File: src/rtl/uart_pattern_gen.sv
// Pattern generator that feeds a UART transmitter with paced write strobes.
// Words follow one of four rules (increment, fixed, rotate-left, complement) from a seed.
module uart_pattern_gen #(
  parameter int DATA_W = 8,
  parameter int GAP_W  = 16,
  parameter int CNT_W  = 16
) (
  input  logic              clk,
  input  logic              rst,
  input  logic              enable,
  input  logic [1:0]        mode,
  input  logic [DATA_W-1:0] seed,
  input  logic [GAP_W-1:0]  interval,
  input  logic [CNT_W-1:0]  burst_len,
  input  logic              tx_idle,
  output logic [DATA_W-1:0] dataout,
  output logic              wrsig,
  output logic              busy,
  output logic              done,
  output logic [CNT_W-1:0]  sent_count
);

  typedef enum logic [1:0] {
    S_IDLE,
    S_WAIT,
    S_SEND,
    S_DONE
  } state_t;

  localparam logic [1:0] M_INC  = 2'd0;
  localparam logic [1:0] M_FIX  = 2'd1;
  localparam logic [1:0] M_ROT  = 2'd2;
  localparam logic [1:0] M_COMP = 2'd3;

  state_t            r_state;
  logic [GAP_W-1:0]  r_cnt;
  logic [1:0]        r_mode;

  logic              w_gap_done;
  logic [DATA_W-1:0] w_next_word;
  logic [CNT_W-1:0]  w_next_count;
  logic              w_burst_hit;

  // >= rather than == so a run cannot stall if interval is lowered below the count mid-gap.
  assign w_gap_done   = (r_cnt >= interval);
  assign w_next_count = sent_count + CNT_W'(1);
  assign w_burst_hit  = (burst_len != '0) && (w_next_count == burst_len);

  // NOTE: every variable written in always_comb gets a default first, so no latch is inferred.
  always_comb begin
    w_next_word = dataout;
    case (r_mode)
      M_INC:   w_next_word = dataout + DATA_W'(1);
      M_FIX:   w_next_word = dataout;
      M_ROT:   w_next_word = {dataout[DATA_W-2:0], dataout[DATA_W-1]};
      M_COMP:  w_next_word = ~dataout;
      default: w_next_word = dataout;
    endcase
  end

  // NOTE: state uses non-blocking assignments only; reset is asynchronous so outputs clear without a clock.
  always_ff @(posedge clk or posedge rst) begin
    if (rst) begin
      r_state    <= S_IDLE;
      r_cnt      <= '0;
      r_mode     <= M_INC;
      dataout    <= '0;
      wrsig      <= 1'b0;
      busy       <= 1'b0;
      done       <= 1'b0;
      sent_count <= '0;
    end else begin
      case (r_state)
        S_IDLE: begin
          wrsig <= 1'b0;
          busy  <= 1'b0;
          done  <= 1'b0;
          if (enable) begin
            r_state    <= S_WAIT;
            r_cnt      <= '0;
            r_mode     <= mode;
            dataout    <= seed;
            sent_count <= '0;
            busy       <= 1'b1;
          end
        end

        S_WAIT: begin
          if (!enable) begin
            r_state <= S_IDLE;
            busy    <= 1'b0;
          end else if (w_gap_done && tx_idle) begin
            r_state <= S_SEND;
            wrsig   <= 1'b1;
          end else if (!w_gap_done) begin
            r_cnt <= r_cnt + GAP_W'(1);
          end
        end

        S_SEND: begin
          // The strobe already issued counts even when enable has just dropped.
          wrsig      <= 1'b0;
          sent_count <= w_next_count;
          dataout    <= w_next_word;
          if (!enable) begin
            r_state <= S_IDLE;
            busy    <= 1'b0;
          end else if (w_burst_hit) begin
            r_state <= S_DONE;
            busy    <= 1'b0;
            done    <= 1'b1;
          end else begin
            r_state <= S_WAIT;
            r_cnt   <= '0;
          end
        end

        S_DONE: begin
          if (!enable) begin
            r_state <= S_IDLE;
            done    <= 1'b0;
          end
        end

        default: begin
          r_state <= S_IDLE;
          wrsig   <= 1'b0;
          busy    <= 1'b0;
          done    <= 1'b0;
        end
      endcase
    end
  end

endmodule

File: config.mk
export PLATFORM = sky130hd
export DESIGN_NAME = uart_pattern_gen
export DESIGN_NICKNAME = d
export VERILOG_FILES = /design/src/rtl/uart_pattern_gen.sv
export SDC_FILE = /design/constraint.sdc
export NUM_CORES = 1
export LEC_CHECK = 0
export CORE_MARGIN = 4
export CORE_UTILIZATION = 40
export DETAILED_ROUTE_END_ITERATION = 6
export PLACE_DENSITY = 0.67
export SYNTH_ARGS = -nofsm -noshare
export SYNTH_HDL_FRONTEND = slang
export SYNTH_SLANG_ARGS = --single-unit
File: constraint.sdc
create_clock -name clk -period 3.4 [get_ports clk]
set_clock_uncertainty 0.1 [all_clocks]
set_input_delay 0.51 -clock clk [delete_from_list [all_inputs] [get_ports clk]]
set_output_delay 0.51 -clock clk [all_outputs]
set_load 0.01 [all_outputs]
=== Word level (Yosys, flattened, before mapping) ===
Index checks and enable logic that the tools add are counted.

* Output and inout port bits: 27
* RAM bits: 0
* Bits in read-only memories: 0
* Memories: 0
* Register bits after elaboration: 47
* Word-level logic and storage cells: 80
* Input bits: 46
* Bits in latches: 0

* $mul: 0
* Eq/ne operators: 20
* Div/mod/pow operators: 0
* Bitwise gates (word level): 1
* Shift operators: 0
* Muxes and demuxes: 29
* Add/sub/neg operators: 3
* Reduce and logical (&&, ||, !) cells: 18
* $lt $le $gt $ge: 1

{| class="wikitable"
|+ Operator list
! kind !! count
|-
| 16-bit 2-to-1 mux || 6
|-
| 16-bit one-hot mux with 3 select lines || 1
|-
| 16-bit by 1-bit adder with 16-bit output (second input constant) || 2
|-
| 16-bit one-hot mux with 2 select lines || 1
|-
| 8-bit one-hot mux with 3 select lines || 1
|-
| 2-bit inequality test (second input constant) || 11
|-
| 16-bit == test || 1
|-
| 16-bit greater-or-equal comparator || 1
|-
| 8-bit one-hot mux with 2 select lines || 1
|-
| 16-bit nonzero test || 1
|-
| 2-bit 2-to-1 mux || 6
|-
| 3-bit AND reduction || 4
|-
| 8-bit by 1-bit adder with 8-bit output (second input constant) || 1
|-
| 2-bit == test (second input constant) || 4
|-
| 1-bit 2-to-1 mux || 8
|-
| 8-bit 2-to-1 mux || 1
|-
| 8-bit inverter || 1
|-
| 2-bit one-hot mux with 4 select lines || 1
|-
| 7-bit AND reduction || 1
|-
| 3-bit inequality test (second input constant) || 2
|-
| 1-bit one-hot mux with 3 select lines || 2
|-
| 3-bit nonzero test || 2
|-
| 2-bit by 1-bit == test with 1-bit output (second input constant) || 2
|-
| 2-bit logical NOT || 2
|-
| other kinds (6) || 9
|}

=== Longest topological paths before layout ===
* Depth after elaboration: 6
* Gate-level depth with buffers: 11
* Gate-level depth less buffers: 10

=== Worst setup path after synthesis ===
Ideal clock, no wire load.

* Path type: flip-flop to flip-flop
* Start: register sent_count[0]
* End: register r_cnt[2]
* Buffers on the path: 1
* Setup slack: 114 ps
* Arrival: 3067 ps
* Required time: 3180 ps
* Library setup time: 120 ps
* Period minus slack after synthesis: 3286 ps
* Cell stages (with the launch flop): 11
* Cell sequence: dfrtp_1 -> ha_1 -> nand3_2 -> nor4_1 -> xnor2_1 -> o221ai_1 -> or4_1 -> nor3_4 -> nor4_1 -> buf_6 -> a31o_1

* Longest elaborated chain between the ends: 5

{| class="wikitable"
|+ RTL lines
! element !! RTL line !! RTL
|-
| start, declared || 20 || <nowiki>output logic [CNT_W-1:0] sent_count</nowiki>
|-
| start signal, assigned || 103 || <nowiki>sent_count <= w_next_count;</nowiki>
|-
| 16-bit by 1-bit adder with 16-bit output || 46 || <nowiki>assign w_next_count = sent_count + CNT_W'(1);</nowiki>
|-
| 16-bit == test || 47 || <nowiki>assign w_burst_hit = (burst_len != '0) && (w_next_count == burst_len);</nowiki>
|-
| 1-bit logical AND || 47 ||
|-
| 2-bit inequality test (no source line) || -- ||
|-
| 7-bit AND reduction (no source line) || -- ||
|-
| end signal, assigned || 96 || <nowiki>r_cnt <= r_cnt + GAP_W'(1);</nowiki>
|-
| end, declared || 36 || <nowiki>logic [GAP_W-1:0] r_cnt;</nowiki>
|}

Every way passes these cells.
A chain may end at the register's enable or synchronous reset.

=== Worst setup path after layout ===
* Start: input interval[6]
* End: register r_cnt[15]

* Longest elaborated chain between the ends: 4
* Elaborated cells on any way between the ends: 5
* Classes of those cells: 1 x order compare; 2 x eq/ne; 2 x reduce/logical

{| class="wikitable"
|+ RTL lines
! element !! RTL line !! RTL
|-
| start, declared || 13 || <nowiki>input logic [GAP_W-1:0] interval,</nowiki>
|-
| 16-bit greater-or-equal comparator * || 45 || <nowiki>assign w_gap_done = (r_cnt >= interval);</nowiki>
|-
| 1-bit logical AND || 92 || <nowiki>end else if (w_gap_done && tx_idle) begin</nowiki>
|-
| 2-bit inequality test (no source line) || -- ||
|-
| 7-bit AND reduction (no source line) * || -- ||
|}

Every way passes the cells marked *; elsewhere a longest branch is shown, timed or not.

==> flow_summary.ini <==
[outcome]
status = finished clean

[placed_design]
port_buffers = 72
dp_slack_ns = -0.3717
routabilityCongestion = 0.9205
dpl_cell_area_um2 = 4882
post-dp-hpwl_um = 7843

[synth]
synth_xor_area_share_pct = 4.123
synth-adder-area-share_pct = 8.181
seq_area_frac_synth_pct = 30.76
synth_cell_types = 59
ys_ff_latch = 47
async_flop_share_pct = 100.0
synth-edff-count = 0
synth_top_flop_cell = dfrtp_1
synthSimpleGateAreaFrac_pct = 22.05
synth.avg_cell_area_um2 = 8.170
synth_nets = 539
ys_warn_count = 0
synthMuxAreaShare_pct = 1.931
syn_area_um2 = 3824
synth_compound_area_share_pct = 26.67
synth_cells = 468
synth_top_family_by_area = compound AO/OA/AOI/OAI gates

[clock_network]
tritoncts = yes
clkSlewWorstSetupHoldPaths_ns = 0.08
clk_path_buf_depth = 2
clock_latency_ns = 0.30
cts_max_level = 2
post_cts_buffers = 0
ctsRootBufferMaster = clkbuf_8
cts_buffers = 5
cts.sinks = 47

[detailed_routing]
ant_nets = 0
routed_wirelength_um = 10270
drtIter0Drc = 246
via_count = 3850
dr.pass1.iters = 5
avgRoutedWirePerCell_um = 14.82
drc = 0
viasPerCell = 5.556

[worst_hold_path]
min_from = wrsig$_DFFE_PP0P_
hold_path.class = reg2reg

[worst_setup_path]
cp-end-kind = flop
crit_fanout = 18
crit_required_ns = 3.54
crit_path_start = interval[6]
arrival_ns = 3.44
startpoint_type = input port
reg2reg_from = sent_count[0]$_DFFE_PP0P_
worstSetupPathType = in2reg

[die]
die-area_um2 = 11190
chipWidth_um = 105.8
ios = 73
row_count = 35
initial_utilization_pct = 41.19
core_um2 = 9284
die_y_um = 105.8

[timing]
fin_crit_ns = 3.298
setup_viol = 0
maxSlewViolCount = 0
max_slew_margin_pct = 34.94
fin_crit_sh_pct = 97.01
finalHoldViolations = 0
setup_slack_ns = 0.1015
worst_pin_slew_ns = 0.9745
max_freq_mhz = 303.2

[cells_and_area]
drive_gt1_share_pct = 10.64
syn2layout_area_growth_pct = 30.73
fin_area_um2 = 4999
final_common_cell = clkdlybuf4s50_1
final_cell_mix = 72 x clkdlybuf4s50_1, 50 x o21ai_0, 47 x dfrtp_1, 42 x nand2_1, 37 x buf_4
fin_nets = 634
n_antenna_cell = 0

[global_routing]
grt_max_degree = 48
grt_pass1_wl_um = 17210
grt_remaining_overflow = 0
antenna_found_initial = 0
grt_pass1_vias = 3615
grt_util_all_layers_pct = 18.36

[pwr]
power_density_nw_per_um2 = 483.6
power_w = 0.002417
p_leak_nw = 2.233
vdd_drop_max_mv = 0.2789

[run]
max_cap_viol_count = 0
-- metrics by stage --
stage	util (%)	hold slack, ns	std cells	setup TNS [ns]
final	53.84	0.4263	693	0
after global placement	52.59	0.3859	685	-1.924
after global routing	53.84	0.4884	693	-0.02302
after detailed placement	52.59	0.4055	685	-3.058
after CTS	53.73	0.4245	693	0
after floorplan	-	0.4095	468	0
-- cell type report --
cell class	instances	area, um2
clock buffer	8	100.1
tap	129	161.4
multi-input combinational	363	2424
sequential	47	1176
fill	894	4285
inverter	37	138.9
timing repair buffer	109	998.5
-- kinds of logic after synthesis --
logic type | Yosys count
mux | 7
flops | 47
xor+xnor | 18
simple gates | 162
buf+inv | 58
fa+ha+maj | 25
compound gates | 151
-- sequential cells by signal, indices dropped and copies added, names as in the netlist --
register	flops
r_cnt	16
busy	1
sent_count	16
r_state	2
dataout	8
done	1
wrsig	1
r_mode	2
-- per-layer routing --
layer  vias up  share of wire (%)  GRT usage [%]
li1       1906                  -              -
met2       104                 46          29.28
met3        12                5.4          3.246
met1      1828                 47          25.85
met5         -                  0              0
met4         0                1.1          4.440
-- report_power, final --
group | leakage [nW] | total (W) | switching, W | internal, W
combinational | 1.55 | 0.00120 | 0.000639 | 0.000563
sequential | 0.630 | 0.000843 | 0.000180 | 0.000663
clock | 0.0515 | 0.000372 | 0.000186 | 0.000186
total | 2.23 | 0.00242 | 0.00101 | 0.00141
-- critical path, stage by stage --
cell             delay, ns
clkdlybuf4s50_1       0.45
inv_1                 0.04
ha_1                  0.30
a21o_1                0.19
a211o_1               0.29
o221ai_2              0.18
nand3_1               0.14
buf_4                 0.22
or4_1                 0.56
or4_1                 0.47
nand3_1               0.09
-- timing repair --
| action | CTS | global route |
|---|---|---|
| pin swaps | 0 | 1 |
| endpoints found under the setup margin | 4 | 3 |
| endpoints found under the hold margin | 0 | 0 |
| gates resized for setup | 1 | 2 |
| hold buffers | 0 | 0 |
-- path summary, 6_finish.rpt --
kind,endpoint,slack [ns],cells past startpoint
setup / recovery,r_cnt[15]$_DFFE_PP0P_,0.10,11
hold / removal,wrsig$_DFFE_PP0P_,0.43,2
setup reg to reg,r_cnt[13]$_DFFE_PP0P_,0.19,11
hold reg to reg,wrsig$_DFFE_PP0P_,0.43,2
max in group asynchronous,sent_count[5]$_DFFE_PP0P_,1.94,2
min in group asynchronous,r_cnt[1]$_DFFE_PP0P_,0.65,2
-- cell usage after synthesis, drive strengths merged (3+ instances only) --
| library cell | count | area share, % |
|---|---|---|
| a2111oi | 3 | 1.2 |
| a21o | 15 | 2.9 |
| a21oi | 22 | 2.9 |
| a22o | 4 | 0.92 |
| a31o | 3 | 0.69 |
| a31oi | 3 | 0.49 |
| a41oi | 3 | 0.69 |
| and3 | 6 | 1.1 |
| buf | 7 | 1.3 |
| clkbuf | 14 | 1.4 |
| dfrtp | 47 | 31 |
| ha | 25 | 8.2 |
| inv | 36 | 3.5 |
| mux2 | 3 | 0.88 |
| mux2i | 4 | 1.0 |
| nand2 | 42 | 4.1 |
| nand2b | 4 | 0.65 |
| nand3 | 20 | 2.9 |
| nand4 | 10 | 1.8 |
| nor2 | 34 | 3.3 |
| nor2b | 5 | 0.82 |
| nor3 | 11 | 1.9 |
| nor3b | 4 | 0.79 |
| nor4 | 12 | 2.1 |
| o21a | 10 | 2.0 |
| o21ai | 50 | 6.5 |
| o221ai | 3 | 0.69 |
| o22ai | 3 | 0.49 |
| o31a | 13 | 3.0 |
| o41ai | 3 | 0.69 |
| or3 | 5 | 0.82 |
| or4 | 4 | 0.79 |
| xnor2 | 13 | 3.0 |
| xor2 | 5 | 1.1 |
Note: power is estimated with default switching activity, not from simulation.
